### config.mk
export PLATFORM = sky130hd
export DESIGN_NAME = risc_v_32_store_unit
export DESIGN_NICKNAME = d
export VERILOG_FILES = /design/src/rtl/risc_v_32_store_unit.sv
export SDC_FILE = /design/constraint.sdc
export NUM_CORES = 1
export LEC_CHECK = 0
export ABC_AREA = 0
export CORE_MARGIN = 3
export CORE_UTILIZATION = 49
export DETAILED_ROUTE_END_ITERATION = 8
export HOLD_SLACK_MARGIN = 0.12
export PLACE_DENSITY = 0.84
export SETUP_SLACK_MARGIN = 0.4
export SYNTH_ARGS = -nofsm -noshare
export SYNTH_HDL_FRONTEND = slang
export SYNTH_SLANG_ARGS = --single-unit
export TNS_END_PERCENT = 20
### constraint.sdc
create_clock -name clk -period 2.73 [get_ports clk]
set_input_delay 0.6825 -clock clk [delete_from_list [all_inputs] [get_ports clk]]
set_output_delay 0.6825 -clock clk [all_outputs]
set_load 0.05 [all_outputs]
### src/rtl/risc_v_32_store_unit.sv
// risc_v_32_store_unit
// MEM-stage store path. It lane-aligns sb/sh/sw data, builds byte enables,
// and rejects misaligned stores with a one-cycle misalign pulse. Accepted
// stores go into a DEPTH-entry FIFO, which drains to the data-memory write
// port over a req/ack handshake.
// Ports:
//   clk, clrn                 clock / async active-low reset
//   s_valid, s_ready          EX store handshake
//   m_addr, d_t_mem           store byte address and rs2 data
//   inst_decode               one-hot decode, [15]=sb [16]=sh [17]=sw
//   mem_req/addr/wdata/be     write port, head of buffer
//   mem_ack                   memory accepts head
//   misalign, misalign_addr   misaligned-store pulse and sticky address
//   ld_check, ld_addr         load word-overlap query
//   ld_hazard                 pending store hits load word
//   sb_empty, sb_count        buffer occupancy
module risc_v_32_store_unit #(
  parameter int DEPTH = 4,
  parameter int PTR_W = 2
) (
  input  logic             clk,
  input  logic             clrn,
  input  logic             s_valid,
  output logic             s_ready,
  input  logic [31:0]      m_addr,
  input  logic [31:0]      d_t_mem,
  input  logic [36:0]      inst_decode,
  output logic             mem_req,
  output logic [31:0]      mem_addr,
  output logic [31:0]      mem_wdata,
  output logic [3:0]       mem_be,
  input  logic             mem_ack,
  output logic             misalign,
  output logic [31:0]      misalign_addr,
  input  logic             ld_check,
  input  logic [31:0]      ld_addr,
  output logic             ld_hazard,
  output logic             sb_empty,
  output logic [PTR_W:0]   sb_count
);

  localparam logic [PTR_W:0] FULL = (PTR_W+1)'(DEPTH);

  logic [31:0]      addr_q  [DEPTH];
  logic [31:0]      wdata_q [DEPTH];
  logic [3:0]       be_q    [DEPTH];
  logic [PTR_W-1:0] wr_ptr, rd_ptr;
  logic [PTR_W:0]   count;

  logic        accept, push, pop, is_sb, is_sh, is_sw, bad;
  logic [31:0] al_wdata;
  logic [3:0]  al_be;
  logic [1:0]  a;

  // Ready depends only on registered count, so a pop never frees a slot in
  // the same cycle.
  assign s_ready  = (count < FULL);
  assign accept   = s_valid & s_ready;
  assign mem_req  = (count != '0);
  assign pop      = mem_req & mem_ack;
  assign sb_empty = (count == '0);
  assign sb_count = count;
  assign a        = m_addr[1:0];

  // sw > sh > sb.
  assign is_sw = inst_decode[17];
  assign is_sh = ~inst_decode[17] & inst_decode[16];
  assign is_sb = ~inst_decode[17] & ~inst_decode[16] & inst_decode[15];

  always_comb begin
    al_wdata = '0;
    al_be    = '0;
    bad      = 1'b0;
    if (is_sw) begin
      al_wdata = d_t_mem;
      al_be    = 4'b1111;
      bad      = (a != 2'b00);
    end else if (is_sh) begin
      al_wdata = {2{d_t_mem[15:0]}};
      al_be    = a[1] ? 4'b1100 : 4'b0011;
      bad      = a[0];
    end else if (is_sb) begin
      al_wdata = {4{d_t_mem[7:0]}};
      al_be    = 4'b0001 << a;
    end
  end

  // A decode with no store bit is consumed without effect.
  assign push = accept & (is_sw | is_sh | is_sb) & ~bad;

  always_ff @(posedge clk or negedge clrn) begin
    if (!clrn) begin
      wr_ptr        <= '0;
      rd_ptr        <= '0;
      count         <= '0;
      misalign      <= 1'b0;
      misalign_addr <= '0;
      for (int i = 0; i < DEPTH; i++) begin
        addr_q[i]  <= '0;
        wdata_q[i] <= '0;
        be_q[i]    <= '0;
      end
    end else begin
      misalign <= accept & bad;
      if (accept & bad) misalign_addr <= m_addr;
      if (push) begin
        addr_q[wr_ptr]  <= {m_addr[31:2], 2'b00};
        wdata_q[wr_ptr] <= al_wdata;
        be_q[wr_ptr]    <= al_be;
        wr_ptr          <= wr_ptr + 1'b1;
      end
      if (pop) rd_ptr <= rd_ptr + 1'b1;
      case ({push, pop})
        2'b10:   count <= count + 1'b1;
        2'b01:   count <= count - 1'b1;
        default: count <= count;
      endcase
    end
  end

  assign mem_addr  = addr_q[rd_ptr];
  assign mem_wdata = wdata_q[rd_ptr];
  assign mem_be    = be_q[rd_ptr];

  // An entry is live if its distance from the head is below count. The head
  // being acked this cycle is still live, which keeps the check conservative.
  logic             hit;
  logic [PTR_W-1:0] off;
  always_comb begin
    hit = 1'b0;
    off = '0;
    for (int i = 0; i < DEPTH; i++) begin
      off = PTR_W'(i) - rd_ptr;
      if (((PTR_W+1)'(off) < count) && (addr_q[i][31:2] == ld_addr[31:2]))
        hit = 1'b1;
    end
  end
  assign ld_hazard = ld_check & hit;

endmodule
After elaboration in Yosys (flattened, before gate mapping). Index checks and enable logic that the tools add are counted.

Flip-flop bits (word level): 312. Input bits: 138. Output and inout port bits: 108. Word-level logic and storage cells: 95.

$add $sub $neg: 8. $lt $le $gt $ge: 8. Eq/ne operators: 6. Shift operators: 1. Multiplexer cells: 30. Bitwise logic cells: 16. Reductions and logical operators: 9.

Operators by type and width (number): $bwmux 128 (2); $mux 32 (8); $bmux 32 s2 (2); $eq 30x30->1 (4); $demux 32 s2 (1); $mux 4 (7); $bwmux 16 (1); $lt 2x3->1 (4); $and 1x1->1 (9); $bmux 4 s2 (1); $demux 4 s2 (1); $ge 3x3->1 const B (2); $mux 1 (6); $not 2->3 (2); $pmux 3 s2 (1); $logic_and 1x1->1 (5); $add 2x1->2 const B (2); $reduce_bool 2->1 (2); $shl 1x2->4 const A (1); $sub 1x2->2 const A (2); $sub 2x2->2 const A (2); $add 3x1->3 const B (1); $logic_not 3->1 (1); $lt 3x1->1 const B (1); 7 further kinds (10).

Logic depth before layout (Yosys ltp). Gate-level depths: netlist of the first run.

Depth in word-level cells: 8. Gate-level depth with buffers: 11. Mapped depth without buffers: 10.

Worst setup path before layout of the first run. OpenSTA, ideal clock, no wires.

Kind: register to register. Start point: reg count[2] (netlist: sb_count[2]). End point: reg count[2] (netlist: sb_count[2]). Library setup time: 90 ps. Arrival: 3559 ps. Required time: 2640 ps. Path slack: -919 ps. Stages on the path, launching flop included: 11. Buffers on the path: 0. Clock period less this slack: 3649 ps. Path through: dfrtp_1 -> clkinv_1 -> nand3_1 -> inv_1 -> nor2b_1 -> ha_1 -> inv_1 -> fa_1 -> xor2_1 -> nor2_1 -> xnor2_1.

Longest elaborated chain between the ends: 6. Elaborated cells on any way between the ends: 12. Those cells by class: add/sub (2); order compare (1); eq/ne (2); mux (1); bitwise (4); reduce/logical (2).

RTL lines: from (decl) (RTL line 48) `logic [PTR_W:0] count;`; from (signal assigned) (RTL line 114) `2'b10: count <= count + 1'b1;`; from (signal assigned) (RTL line 115) `2'b01: count <= count - 1'b1;`; from (signal assigned) (RTL line 116) `default: count <= count;`; $lt 3x3->1 * (RTL line 57) `assign s_ready = (count < FULL);`; net s_ready (RTL line 24) `output logic s_ready,`; $and 1x1->1 * (RTL line 58) `assign accept = s_valid & s_ready;`; $and 1x1->1 * (2 in a row) (RTL line 89) `assign push = accept & (is_sw | is_sh | is_sb) & ~bad;`; $eq 2x1->1 / $eq 2x2->1 (equally long branches) (RTL line 113) `case ({push, pop})`; $pmux 3 s2 / $reduce_bool 2->1 (equally long branches).

Mark *: on every way through the listed nets, which the timed path passes. The rest lies on a longest branch. A chain may end at the register's enable or synchronous reset.

Final worst setup path of the first run.
Start point: reg rd_ptr[0]. End point: out ld_hazard.

Longest elaborated chain between the ends: 8. Elaborated cells on any way between the ends: 17. Those cells by class: add/sub (4); order compare (4); mux (4); bitwise (1); reduce/logical (4).

RTL lines: from (decl) (RTL line 47) `logic [PTR_W-1:0] wr_ptr, rd_ptr;`; from (signal assigned) (RTL line 112) `if (pop) rd_ptr <= rd_ptr + 1'b1;`; $sub 1x2->2 (RTL line 133) `off = PTR_W'(i) - rd_ptr;`; $lt 2x3->1 (RTL line 134) `if (((PTR_W+1)'(off) < count) && (addr_q[i][31:2] == ld_addr[31:2]))`; $logic_and 1x1->1 (RTL line 134); $mux 1 (3 in a row) (RTL line 134); $mux 1 * (RTL line 134); $and 1x1->1 * (RTL line 138) `assign ld_hazard = ld_check & hit;`; to (decl) (RTL line 37) `output logic ld_hazard,`.

Every way passes the cells marked *; elsewhere a longest branch is shown, timed or not.

==> results of run 1 <==
timing repair:
action	CTS	global route
gates resized for setup	255	16
gates cloned	8	0
pin swaps	32	10
setup buffers	8	3
hold buffers	0	0
endpoints found under the setup margin	256	177
path summary, 6_finish.rpt:
check	from	to	slack, ns	cells after the start
worst min-delay path	clrn	wdata_q[120]	0.14	1
max in group asynchronous	clrn	wdata_q[44]	1.75	2
worst max-delay path	rd_ptr[0]	ld_hazard	-0.39	4
worst max register to register	sb_count[2]	sb_count[2]	0.62	10
worst min register to register	wdata_q[99]	wdata_q[99]	0.50	2
min in group clk	wdata_q[99]	wdata_q[99]	0.50	2
layer usage:
metal  track usage  up-vias  routed length (um)
met2         0.420      373               20900
met3        0.0503       88                2730
li1              -     4376                   -
met5             0        -                  11
met1         0.347     5322               17100
met4        0.0789        2                1430
placed cells by master, fill, tap and decap left out, types with 13 or more instances in the layout:
cell type        count
xnor2_1             13
mux4_2              66
buf_12              25
buf_4               68
nor4_1              15
mux2_2             278
xor2_1              96
dlygate4sd2_1       49
clkbuf_16           37
nand2_1             49
clkdlybuf4s50_1     65
mux2_4              16
o21ai_0             34
buf_6               68
a21oi_1             13
xor2_2              17
dfrtp_1            299
flip-flops by register name, summed over array words and instances, names as in the netlist:
register / cells
misalign_addr: 32
sb_count: 3
be_q: 16
wdata_q: 128
wr_ptr: 2
misalign: 1
addr_q: 120
rd_ptr: 2
power groups by stage:
stage | Clock, uW | Sequential, uW | Combinational [uW]
2_1_floorplan | 0 | 8650 | 8660
3_3_place_gp | 0 | 8030 | 13300
3_5_place_dp | 0 | 8190 | 13500
4_1_cts | 4880 | 8190 | 15100
5_1_grt | 5080 | 8480 | 15800
6_report | 4840 | 8250 | 15200
worst max-delay path, stage by stage, from the launching register on:
cell       delay (ns)
dfrtp_4          0.51
a21oi_1          0.50
a2111oi_4        0.15
or4_4            0.58
buf_12           0.17
final cells by class:
class | count | share of cell area
diodes | 1 | 0.000124
clock buffers | 50 | 0.0513
clock inverters | 11 | 0.00782
inverters | 14 | 0.00341
multi-input cells | 666 | 0.362
flip-flops and latches | 304 | 0.378
well taps | 390 | 0.0242
repair buffers | 318 | 0.173
kinds of logic after synthesis:
family                     Yosys count
adders and majority gates           10
muxes                              360
and+or+nand+nor                    111
AOI/OAI and AO/OA                   56
xor gates and xnor gates           127
other                                1
buffers and inverters               74
DFF                                304
metrics by stage:
step | hold WS [ns] | util | setup WS, ns | cells | total power, uW
after floorplan | 0.387 | - | 0.121 | 1044 | 17300
after global placement | 0.466 | 0.603 | -0.811 | 1673 | 21300
after detailed placement | 0.471 | 0.603 | -0.866 | 1673 | 21700
after CTS | 0.158 | 0.672 | -0.294 | 1750 | 28200
after global routing | 0.168 | 0.675 | -0.448 | 1753 | 29400
final | 0.138 | 0.675 | -0.393 | 1754 | 28300
==> metrics, run 1 <==
run status=complete, but fails checks; failing checks=negative setup slack; clk_skew=0.0176 ns; fin crit share=1.14; H-Tree Depth=2; grt ovf=0; Setup Crit Path Kind=register to output pin; Rows=63; NetSw=11,800 uW; Post-Syn Area=about 0.015 mm2; multi-input logic area=0.00730 mm2; DIE WIDTH=181 um; max-cap viol count=0; Post-DP Area=0.0180 mm2; Final HPWL DP=28,300 um; Final Cell Area=between 0.02 and 0.025 mm2; FILL cells=1,960; Post-Synth Simple-Gate Area=0.0357; CTS tree=done; min-delay worst type=primary input to asynchronous set/reset pin; share of layout cells above drive strength 1=0.489; Sw Ratio=0.418; Post-Synth XOR/XNOR Area=0.0745; clock tree buffer depth=3; Residual DRC=0; vias in the first global route=10,800; Mean Syn Cell Area=between 10 and 15 um2; clk slew on worst S/H paths=0.06 ns; adder-cell share of the synthesized area=0.00888; sequential fraction of design power=0.292; Final setup viols=67; Post-synth EDFFs=0; final worst setup slack=-0.393 ns; TNS Setup=-18.14 ns; post-route ant nets=0; crit end category=output pin; initial antenna violation count=2; first-pass GRT wire length=64,900 um; compound-cell area share of the yosys netlist=0.0202; initial core utilization=0.500; internal power=16,500 uW; leak pwr=0.00925 uW; Max Slew Vio Count=0; number of port buffers=207; DR vias=10,200; pin count of the biggest net entering global routing=70; top-level port count=246; detailed-route wire length=42,100 um; multiplexer share of the synthesized area=0.325; Register Area=0.00762 mm2; Total GRT Usage=0.255; GP Congestion=0.930; largest area contributor in the netlist=dfrtp_1; sequential area share after synthesis=0.509; Synth Register Bits=304; final hold vios=0; fraction of registers with async set/reset=1.00; most common cell in the netlist=dfrtp_1; clk_lat worst skew=0.52 ns; Routed wire per std cell=24.0 um; Detailed Route Iter0 Violations=667; Cell Pwr Density=1400 mW/mm2; Placeable Area=0.0299 mm2; worst path required time=2.05 ns; die area=0.0326 mm2; WP data arrival=2.44 ns; Area growth, synth to finish=35.0%; top cells by area, synth=dfrtp_1 51%, mux2_2 21%, mux4_2 10%; DRT Pass-1 Iters=5; CTS Root Cell=clkbuf_16; share of the synthesized area in the top cell type=0.509; dominant synthesized flop cell=dfrtp_1; Max transition margin=0.528; Num CTS Buffers=34; Syn Inst Count=1,043; CTS sink cnt=304; Die Ht=181 um; Highest Clock Rate=~320 MHz; Tightest Pin Transition=0.701 ns; clock power share=0.171; Yosys cell types=35; via/cell ratio=5.79; Yosys warning count=0; Comb pwr share=0.537; largest family of logic cells by synthesized area=multiplexers; Worst setup SP type=register; top post-synthesis cells by count=304 x dfrtp_1, 278 x mux2_2, 114 x xor2_1; RSZ-0062 raised after global routing=true; critical path peak fanout=4; post-route minimum period=between 3 and 4 ns; VDD IR max=790 uV; Final nets=1,486
(Power assumes the default switching activity.)
==> inputs of run 2 (changes only) <==
CORE_UTILIZATION = 50   (was 49)
CTS_BUF_LIST = sky130_fd_sc_hd__clkbuf_4   (was not set)
PLACE_DENSITY = 0.86   (was 0.84)
REMOVE_ABC_BUFFERS = 1   (was not set)
==> metrics, run 2 (synthesized netlist as in run 1, its figures left out) <==
TNS Setup=-23.55 ns; clk_lat worst skew=0.70 ns; r2r setup slk=0.60 ns; initial core utilization=0.513; Area growth, synth to finish=30.8%; Residual DRC=0; Final HPWL DP=roughly 28,000 um; Critical-path top delay cell=nor4_1; CTS Root Cell=clkbuf_4; Final Util=0.671; DRT Pass-1 Iters=5; Worst setup SP type=register; commonest non-fill, non-tap cells in the layout=300 x dfrtp_1, 278 x mux2_2, 116 x clkbuf_4; Detailed Route Iter0 Violations=645; Rows=62; WP data arrival=~2.6 ns; Reg with most FFs=wdata_q; final worst setup slack=-0.584 ns; max reg flops=128; worst r2r src=sb_count[2]; first-pass GRT wire length=62,100 um; DIE WIDTH=roughly 180 um; top-level port count=246; R2R depth=10; leak pwr=between 0.009 and 0.01 uW; crit end category=output pin; Final nets=between 1,500 and 2,000; CTS tree=done; initial antenna violation count=2; worst hold stages=1; Num CTS Buffers=80; biggest regs=wdata_q (128), addr_q (120), misalign_addr (32); Cell Pwr Density=1360 mW/mm2; GP Congestion=0.965; Total Power=26,600 uW; detailed-route wire length=41,100 um; clk slew on worst S/H paths=0.07 ns; Highest Clock Rate=slightly above 300 MHz; post-route minimum period=approximately 3.3 ns; via/cell ratio=about 5.7; multi-input logic area=0.00720 mm2; Max Slew Vio Count=0; FILL cells=2,039; H-Tree Depth=3; Routed wire per std cell=22.7 um; Post-DP Area=about 0.018 mm2; post-route ant nets=0; clk_skew=0.0496 ns; Placeable Area=0.0291 mm2; min-delay worst type=register to register; failing checks=negative setup slack; Register Area=roughly 0.0076 mm2; grt ovf=0; Tightest Pin Transition=0.694 ns; Reg-to-Reg End=sb_count[2]; vias in the first global route=11,100; run status=complete, but fails checks; clock tree buffer depth=3; Setup Crit Path Kind=register to output pin; number of port buffers=between 200 and 250; commonest non-fill, non-tap cell in the layout=dfrtp_1; crit path cell chain=xor2_1, nor4_1, nand3_1, a2111oi_2, or4_4, buf_12; min-delay src=misalign_addr[31]; RSZ-0062 raised after global routing=true; Max transition margin=0.538; DR vias=10,300; max-cap viol count=0; hold worst-path end=misalign_addr[31]; Final setup viols=67; die area=approximately 0.032 mm2; fin crit share=1.21; Die Ht=179 um; share of layout cells above drive strength 1=0.495; CTS sink cnt=304; pin count of the biggest net entering global routing=between 60 and 70; CP max stage delay=between 0.4 and 0.5 ns; critical path peak fanout=3; Final Cell Area=0.0195 mm2; final hold vios=0; VDD IR max=~970 uV; Total GRT Usage=0.256; worst path required time=2.05 ns
==> run 2: changes by cell type in the layout (fill, tap and decap cells not counted), moves of 9 or more <==
cell,change
clkdlybuf4s50_1,+10
xor2_2,-10
buf_6,-9
xor2_1,+11
clkbuf_16,-36
clkbuf_4,+115
==> run 2: how the worst max path moves through the flow <==
| stage | endpoint | cells after the start | start | slack [ns] |
|---|---|---|---|---|
| after floorplan | ld_hazard | 6 | rd_ptr[0] | -2.10 |
| after global placement | ld_hazard | 7 | ld_addr[15] | -0.76 |
| after detailed placement | ld_hazard | 8 | ld_addr[29] | -0.86 |
| after CTS | ld_hazard | 8 | rd_ptr[0] | -0.50 |
| after global routing | ld_hazard | 6 | addr_q[45] | -0.60 |
| final | ld_hazard | 6 | addr_q[44] | -0.58 |
==> run 2: layer usage <==
metal	part of all wire	routed length [um]	track usage
met1	0.38	15800	0.317
met5	0	0	0
met4	0.030	1230	0.0932
met2	0.50	20600	0.426
met3	0.084	3440	0.0760
==> run 2: what timing repair did <==
action,CTS,global route
hold endpoints to repair,48,0
gates cloned,3,1
resized for setup,110,103
pin swaps,19,5
setup buffers,1,4
setup endpoints to repair,107,82
hold buffers,1,0
==> run 2: final cells by class <==
type / count / area share
clock inverter: 15 / 0.00512
multi-input combinational: 666 / 0.369
timing repair buffer: 306 / 0.164
inverter: 14 / 0.00307
clock buffer: 116 / 0.0446
sequential: 304 / 0.390
tap: 384 / 0.0246
antenna: 2 / 0.000256
==> run 2: where the power goes <==
group / switching [uW] / internal, uW / total [uW] / leakage [uW]
clock: 1860 / 2030 / 3890 / 0.000577
combinational: 8160 / 6370 / 14500 / 0.00468
sequential: 1550 / 6640 / 8190 / 0.00381
total: 11600 / 15000 / 26600 / 0.00906
==> run 2: stage by stage <==
stage / setup slack [ns] / instances / hold WS, ns
final: -0.584 / 1807 / 0.501
after global routing: -0.605 / 1805 / 0.508
after CTS: -0.504 / 1800 / 0.488
after detailed placement: -0.857 / 1664 / 0.484
after global placement: -0.764 / 1664 / 0.461
after floorplan: -2.10 / 984 / 0.387
==> run 2: critical path, delay by kind of cell, from the launching register on <==
| family | cells | cell delay (ns) |
|---|---|---|
| AO/OA/AOI/OAI | 1 | 0.39 |
| XOR/XNOR | 1 | 0.17 |
| flip-flops | 1 | 0.41 |
| AND/OR/NAND/NOR | 3 | 0.83 |
| buffers and inverters | 1 | 0.13 |
